File: src/rtl/tdm_demux4_rx.sv
// Four-channel TDM receiver: locks to a frame-sync strobe, deserialises W-bit
// MSB-first slots and writes each completed word to its channel register.
module tdm_demux4_rx #(
    parameter int W = 8
) (
    input  logic           clk,
    input  logic           reset_n,
    input  logic           bit_en,
    input  logic           din,
    input  logic           sync,
    output logic [4*W-1:0] ch_data,
    output logic [3:0]     ch_valid,
    output logic           frame_done,
    output logic           sync_err,
    output logic           locked
);

    localparam int CW = $clog2(W);

    typedef enum logic {IDLE, RUN} state_t;

    state_t         state_q, state_d;
    logic [CW-1:0]  bit_cnt_q, bit_cnt_d;
    logic [1:0]     slot_cnt_q, slot_cnt_d;
    logic [W-2:0]   shift_q, shift_d;
    logic [4*W-1:0] ch_data_q, ch_data_d;
    logic [3:0]     ch_valid_q, ch_valid_d;
    logic           frame_done_q, frame_done_d;
    logic           sync_err_q, sync_err_d;
    logic           locked_q, locked_d;

    logic [W-1:0]   word;
    logic           at_boundary;

    assign word        = {shift_q, din};
    assign at_boundary = (bit_cnt_q == '0) && (slot_cnt_q == 2'd0);

    always_comb begin
        state_d      = state_q;
        bit_cnt_d    = bit_cnt_q;
        slot_cnt_d   = slot_cnt_q;
        shift_d      = shift_q;
        ch_data_d    = ch_data_q;
        ch_valid_d   = 4'b0000;
        frame_done_d = 1'b0;
        sync_err_d   = 1'b0;

        if (bit_en) begin
            unique case (state_q)
                IDLE: begin
                    if (sync) begin
                        state_d    = RUN;
                        bit_cnt_d  = CW'(1);
                        slot_cnt_d = 2'd0;
                        shift_d    = word[W-2:0];
                    end
                end
                RUN: begin
                    if (at_boundary && !sync) begin
                        // Lost frame alignment: drop back to hunting, discard this bit.
                        sync_err_d = 1'b1;
                        state_d    = IDLE;
                        bit_cnt_d  = '0;
                        slot_cnt_d = 2'd0;
                    end else if (sync && !at_boundary) begin
                        // Misplaced sync re-frames on this bit; partial word is lost.
                        sync_err_d = 1'b1;
                        bit_cnt_d  = CW'(1);
                        slot_cnt_d = 2'd0;
                        shift_d    = word[W-2:0];
                    end else begin
                        shift_d = word[W-2:0];
                        if (bit_cnt_q == CW'(W-1)) begin
                            for (int k = 0; k < 4; k++) begin
                                if (slot_cnt_q == 2'(k)) begin
                                    ch_data_d[k*W +: W] = word;
                                end
                            end
                            ch_valid_d[slot_cnt_q] = 1'b1;
                            frame_done_d           = (slot_cnt_q == 2'd3);
                            bit_cnt_d              = '0;
                            slot_cnt_d             = slot_cnt_q + 2'd1;
                        end else begin
                            bit_cnt_d = bit_cnt_q + CW'(1);
                        end
                    end
                end
                default: state_d = IDLE;
            endcase
        end

        locked_d = (state_d == RUN);
    end

    always_ff @(posedge clk) begin
        if (!reset_n) begin
            state_q      <= IDLE;
            bit_cnt_q    <= '0;
            slot_cnt_q   <= 2'd0;
            shift_q      <= '0;
            ch_data_q    <= '0;
            ch_valid_q   <= 4'b0000;
            frame_done_q <= 1'b0;
            sync_err_q   <= 1'b0;
            locked_q     <= 1'b0;
        end else begin
            state_q      <= state_d;
            bit_cnt_q    <= bit_cnt_d;
            slot_cnt_q   <= slot_cnt_d;
            shift_q      <= shift_d;
            ch_data_q    <= ch_data_d;
            ch_valid_q   <= ch_valid_d;
            frame_done_q <= frame_done_d;
            sync_err_q   <= sync_err_d;
            locked_q     <= locked_d;
        end
    end

    assign ch_data    = ch_data_q;
    assign ch_valid   = ch_valid_q;
    assign frame_done = frame_done_q;
    assign sync_err   = sync_err_q;
    assign locked     = locked_q;

endmodule

File: config.mk
export PLATFORM = sky130hd
export DESIGN_NAME = tdm_demux4_rx
export DESIGN_NICKNAME = d
export VERILOG_FILES = /design/src/rtl/tdm_demux4_rx.sv
export SDC_FILE = /design/constraint.sdc
export NUM_CORES = 1
export LEC_CHECK = 0
export ABC_AREA = 1
export ABC_CLOCK_PERIOD_IN_PS = 4300
export BUFFER_PORTS_ARGS = -buffer_cell sky130_fd_sc_hd__clkbuf_2
export CAP_MARGIN = 40
export CORE_MARGIN = 5
export CORE_UTILIZATION = 57
export DETAILED_ROUTE_END_ITERATION = 6
export GPL_TIMING_DRIVEN = 0
export PLACE_DENSITY = 0.87
export SYNTH_ARGS = -nofsm -noshare
export SYNTH_HDL_FRONTEND = slang
export SYNTH_SLANG_ARGS = --single-unit
File: constraint.sdc
create_clock -name clk -period 4.3 [get_ports clk]
set_clock_uncertainty 0.1 [all_clocks]
set_input_delay 0 -clock clk [delete_from_list [all_inputs] [get_ports clk]]
set_output_delay 0 -clock clk [all_outputs]
set_load 0.02 [all_outputs]
==> results of run 1 <==
==> cells by family (layout without fill, tap and decap cells) <==
kind of cell | after synthesis | after routing | share of synthesized area
AO/OA/AOI/OAI | 48 | 48 | 0.122
AND/OR/NAND/NOR | 119 | 119 | 0.260
flip-flops | 50 | 50 | 0.499
adder cells (fa/ha/maj) | 9 | 9 | 0.0561
buffers and inverters | 27 | 82 | 0.0630
==> layout by cell type (no fill, tap or decap), drive strengths merged <==
cell and instances:
inv 18, nor3 3, dfxtp 50, nand4 1
buf 1, ha 9, nand3 4, bufinv 1
clkinv 5, clkbuf 52, o21ai 43, nor2 92
dlygate4sd3 5, a21oi 5, nand2 19
==> metrics by stage <==
| stage | instance area (sq um) | worst slack (ns) | power [mW] | utilization |
|---|---|---|---|---|
| global route | 2400 | 1.74 | 0.878 | 0.715 |
| global placement | 2280 | 2.26 | 0.579 | 0.677 |
| finish | 2400 | 1.91 | 0.844 | 0.715 |
| floorplan | 2010 | 2.53 | 0.558 | - |
| CTS | 2400 | 1.95 | 0.846 | 0.715 |
| detailed placement | 2280 | 2.19 | 0.582 | 0.677 |
==> sequential cells by signal, indices dropped and copies added (netlist names) <==
| name | cells |
|---|---|
| bit_cnt_q | 3 |
| ch_data | 32 |
| ch_valid | 4 |
| locked | 1 |
| shift_q | 7 |
| slot_cnt_q | 2 |
| sync_err | 1 |
==> layer usage <==
layer	up-vias	track usage	wire length (microns)
li1	918	-	-
met1	792	0.219	1940
met2	46	0.303	2080
met3	4	0.0652	257
met4	0	0.0846	57
met5	-	0	0
==> final cells by class <==
cell class | instances | share of cell area
Buffer | 5 | 0.00937
Clock buffer | 5 | 0.0156
Clock inverter | 2 | 0.0161
Inverter | 22 | 0.0432
Multi-Input combinational cell | 176 | 0.365
Sequential cell | 50 | 0.416
Tap cell | 46 | 0.0239
Timing Repair Buffer | 48 | 0.110
==> power by group through the flow <==
stage                     Clock (mW)  Sequential [mW]  Combinational [mW]
final                          0.265            0.492              0.0861
after global placement             0            0.502              0.0772
after global routing           0.287            0.494              0.0967
after CTS                      0.269            0.492              0.0851
after detailed placement           0            0.502              0.0800
after floorplan                    0            0.496              0.0614
==> path summary, 6_finish.rpt <==
kind              slack, ns     startpoint           end
setup / recovery       1.91  slot_cnt_q[0]  bit_cnt_q[1]
hold / removal         0.40    ch_data[27]   ch_data[27]
setup reg to reg       1.91  slot_cnt_q[0]  bit_cnt_q[1]
hold reg to reg        0.40    ch_data[27]   ch_data[27]
==> worst reg2reg max path: cells and delay by family, from the launching register on <==
kind                       cells  cell delay (ns)
AOI/OAI and AO/OA              1             0.12
DFF                            1             0.38
and+or+nand+nor                3             0.57
adders and majority gates      2             0.39
buffers and inverters          4             0.78
==> flow_summary.yaml, run 1 <==
clocking:
  cts_hold_buffers: 5
  htree_levels: 2
  cts_made_buffers: 5
  postCtsResizedCells: 0
  root_buffer: "clkbuf_4"
  clock-sinks: 50
  clock_latency_ns: 0.37
  path_clk_slew_ns: 0.13
  clock_path_buffers: 2
  post_cts_buffers: 0
  cts_tree: "yes"
finish:
  num-fill-cells: 287
  drive_gt1_frac: 0.214
  multi_input_area_sq_um: 878
  syn2layout_area_growth_pct: 19.9
  nets: 322
  regArea_sq_um: 1000
  num_antenna_cells: 0
  final_cells: 354
critical_path:
  crit_chain: "inv_1, ha_1, inv_1, nor3_1, inv_1, ha_1, nor3_1, nand2_1, a21oi_1, dlygate4sd3_1"
  worstSetupPathType: "flip-flop to flip-flop"
  cp_common_cell: "inv_1"
  start_kind: "flip-flop"
  end_kind: "flip-flop"
  critPathBufInv: 4
  worstSetupPathDepth: 10
  cp_max_fo: 5
  crit_required_ns: 4.51
  cp.arrival_ns: 2.60
  reg2reg_depth: 10
  cpMaxStageDelayCell: "dlygate4sd3_1"
  critPathMaxStageDelay_ns: 0.55
  path_delay_family: "buffers and inverters"
placed_design:
  gp_congestion: 0.860
  hpwl_mm: 3.08
  io_buffer_count: 43
  dp.cells: 342
worst_hold_path:
  holdPathStages: 2
  holdCritPathClass: "flip-flop to flip-flop"
detailed_routing:
  drc: 0
  wl_mm: 4.33
  vias_per_cell: 4.97
  vias: 1760
  ant_nets: 0
  wire_per_inst_microns: 12.2
  dr.first_iter.drc_count: 117
  drt_first_pass_iters: 5
yosys:
  synth_top_flop_cell: "dfxtp_1"
  ys_ff_latch: 50
  synth_edf_count: 0
  yosysTopAreaCellShare: 0.499
  synth.distinct_cells: 20
  async_reset_ff_frac: 0
  synthCells: 253
  synth_top_area_cell: "dfxtp_1"
  ys_warn_count: 0
  synth_area_sq_um: 2010
  syn_nets: 267
  synth.most_common_cell: "nor2_1"
  yosysSeqAreaShare: 0.499
  synth.avg_cell_area_sq_um: 7.93
  netlist_top_cells_count: "nor2_1 (91), dfxtp_1 (50), o21ai_0 (43), inv_1 (16), nand2_1 (12)"
  ys_top_cells_by_area: "dfxtp_1 (50%), nor2_1 (17%), o21ai_0 (11%)"
global_routing:
  grt_max_degree: 16
  track_usage: 0.186
  grt_pass1_wl_mm: 7.25
  gr-total-overflow: 0
  grt_pass1_vias: 1591
  antenna_found_initial: 0
floorplanning:
  die_y_microns: 69.3
  io_pins: 44
  die_area_sq_um: 4810
  initial_core_util: 0.596
  num_rows: 21
  core_area_sq_um: 3360
  die_x_microns: 69.3
timing:
  period_needed_ns: 2.39
  period_share: 0.555
  final-hold-violation-count: 0
  fmax_mhz: 419
  setup_tns_ns: 0
  worst_pin_slew_ns: 0.388
  worst_hold_slack_ns: 0.397
  relSlewSlack: 0.741
  setup_viol_count_final: 0
  maxSlewViolCount: 0
  rsz0062_at_grt: "false"
power:
  p_leak_nw: 1.16
  pwr_density_cell_nw_per_um2: 351
  peakVddDrop_mv: 0.239
  p_sw_uw: 218
  p_seq_frac: 0.583
  p_int_uw: 626
  combPwrFrac: 0.102
  swShare: 0.258
  power.share.clock: 0.315
status:
  status: "finished, final reports clean"
flow_run:
  drv_cap: 0
(Power assumes the default switching activity.)
==> run 2, diff against run 1 <==
Settings changed: ABC_AREA 1 to 0, ABC_CLOCK_PERIOD_IN_PS 4300 to 2400, CORE_UTILIZATION 57 to 53, PLACE_DENSITY 0.87 to 0.82.
Clock period 4.3 ns to 2.4 ns, I/O delays scaled along.
==> flow_summary.yaml, run 2 <==
clocking:
  path_clk_slew_ns: 0.09
  post_cts_buffers: 0
  root_buffer: "clkbuf_8"
  htree_levels: 2
  clock_path_buffers: 2
  clock-sinks: 50
  cts_tree: "yes"
  cts_made_buffers: 5
  clock_latency_ns: 0.30
flow_run:
  drv_cap: 0
timing:
  period_needed_ns: 2.22
  final-hold-violation-count: 0
  maxSlewViolCount: 0
  fmax_mhz: 450
  setup_viol_count_final: 0
  worst_pin_slew_ns: 0.489
  relSlewSlack: 0.671
  setup_tns_ns: 0
  rsz0062_at_grt: "false"
  period_share: 0.925
yosys:
  syn_nets: 206
  ys_ff_latch: 50
  synth_area_sq_um: 2030
  synth.most_common_cell: "dfxtp_1"
  yosysSeqAreaShare: 0.494
  yosysTopAreaCellShare: 0.494
  ys_warn_count: 0
  synth_top_area_cell: "dfxtp_1"
  async_reset_ff_frac: 0
  synth.avg_cell_area_sq_um: 10.6
  ys_top_cells_by_area: "dfxtp_1 (49%), mux2i_1 (19%), nand2_1 (8.7%)"
  synth_top_flop_cell: "dfxtp_1"
  synth_edf_count: 0
  synthCells: 192
  netlist_top_cells_count: "dfxtp_1 (50), nand2_1 (47), mux2i_1 (39), ha_1 (9), inv_1 (7)"
  synth.distinct_cells: 26
placed_design:
  gp_congestion: 0.788
  hpwl_mm: 2.82
  io_buffer_count: 42
floorplanning:
  die_x_microns: 71.8
  die_y_microns: 71.8
  num_rows: 22
  initial_core_util: 0.550
  die_area_sq_um: 5160
  core_area_sq_um: 3690
  io_pins: 44
global_routing:
  gr-total-overflow: 0
  grt_pass1_vias: 1405
  track_usage: 0.162
  antenna_found_initial: 0
  grt_pass1_wl_mm: 6.53
  grt_max_degree: 15
critical_path:
  cp.arrival_ns: 2.34
  crit_required_ns: 2.52
  critPathBufInv: 3
  crit_chain: "inv_1, ha_2, nand2_1, or2_2, inv_1, ha_1, and4_4, buf_12, nand2_8, mux2i_1"
  cp_max_fo: 8
  path_delay_family: "simple AND/OR/NAND/NOR gates"
  critPathMaxStageDelay_ns: 0.35
  end_kind: "flip-flop"
  cp_common_cell: "inv_1"
  start_kind: "flip-flop"
  worstSetupPathType: "flip-flop to flip-flop"
  cpMaxStageDelayCell: "dfxtp_1"
detailed_routing:
  ant_nets: 0
  drc: 0
  drt_first_pass_iters: 4
  vias: 1459
  vias_per_cell: 5.00
  dr.first_iter.drc_count: 61
  wire_per_inst_microns: 13.7
  wl_mm: 4.01
power:
  peakVddDrop_mv: 0.534
  p_total_mw: 1.47
  p_leak_nw: 1.25
  pwr_density_cell_nw_per_um2: 606
finish:
  num_antenna_cells: 0
  drive_gt1_frac: 0.246
  largest_reg_flops: 32
  nets: 257
  syn2layout_area_growth_pct: 19.9
  final_cell_mix: "dfxtp_1 (50), nand2_1 (47), clkbuf_2 (42)"
  layout_commonest_cell: "dfxtp_1"
worst_hold_path:
  holdCritPathClass: "input port to flip-flop"
status:
  status: "finished, final reports clean"
run 2: cell types whose count changed in the layout (fill, tap and decap cells not counted), moves of 5 or more:
cell and delta:
nor2_1 -90, o21ai_0 -40, mux2i_1 +39, nand2_1 +35
inv_1 -9, nand2_4 -6, clkbuf_4 -5, clkbuf_8 +5
run 2: final timing paths:
| check | start | slack (ns) | cells after the start | to |
|---|---|---|---|---|
| setup / recovery | slot_cnt_q[0] | 0.18 | 10 | ch_data[4] |
| hold reg to reg | ch_data[9] | 0.36 | 2 | ch_data[9] |
| setup reg to reg | slot_cnt_q[0] | 0.18 | 10 | ch_data[4] |
| hold / removal | reset_n | 0.06 | 3 | shift_q[6] |
run 2: where the power goes:
part,leakage [nW],total (mW),switching (mW),internal (mW)
Sequential,0.403,0.838,0.00454,0.833
Clock,0.0524,0.568,0.257,0.312
Combinational,0.795,0.0664,0.0422,0.0243
Total,1.25,1.47,0.303,1.17
run 2: cell type report:
class / count / area (sq um)
fill: 314 / 1260
sequential: 50 / 1000
multi-input combinational: 127 / 956
timing repair buffer: 44 / 230
clock buffer: 7 / 76.3
tap: 48 / 60.1
buffer: 8 / 51.3
clock inverter: 1 / 30.0
inverter: 7 / 26.3
run 2: logic make-up (layout without fill, tap and decap cells):
kind of cell | after synthesis | count (layout) | synth area share
and+or+nand+nor | 68 | 68 | 0.181
DFF | 50 | 50 | 0.494
muxes | 39 | 39 | 0.193
buffers and inverters | 15 | 67 | 0.0383
AOI/OAI and AO/OA | 11 | 11 | 0.0389
adders and majority gates | 9 | 9 | 0.0556
run 2: metrics by stage:
stage | instance area [sq um] | utilization | hold slack [ns] | std cells | setup slack, ns
final | 2430 | 0.659 | 0.0555 | 292 | 0.179
after global routing | 2430 | 0.659 | 0.0896 | 292 | 0.0143
after CTS | 2420 | 0.657 | 0.0625 | 292 | 0.115
after detailed placement | 2300 | 0.623 | 0.270 | 282 | 0.142
after global placement | 2300 | 0.623 | 0.274 | 282 | 0.165
after floorplan | 2030 | - | 0.0879 | 192 | 0.331
run 2: worst min-delay path, cell delays in order:
cell     delay (ns)
buf_2          0.15
nand2_1        0.18
mux2i_1        0.09
run 2: routing by layer:
layer / vias to the layer above / wire, microns / track usage
li1: 746 / - / -
met4: 0 / 65 / 0.0564
met3: 6 / 205 / 0.0435
met1: 676 / 1960 / 0.220
met2: 31 / 1770 / 0.249
met5: - / 0 / 0
run 2: timing repair:
| action | CTS | global route |
|---|---|---|
| hold buffers | 2 | 0 |
| endpoints found under the hold margin | 7 | 0 |
| resized for setup | 0 | 2 |
| endpoints found under the setup margin | 0 | 14 |
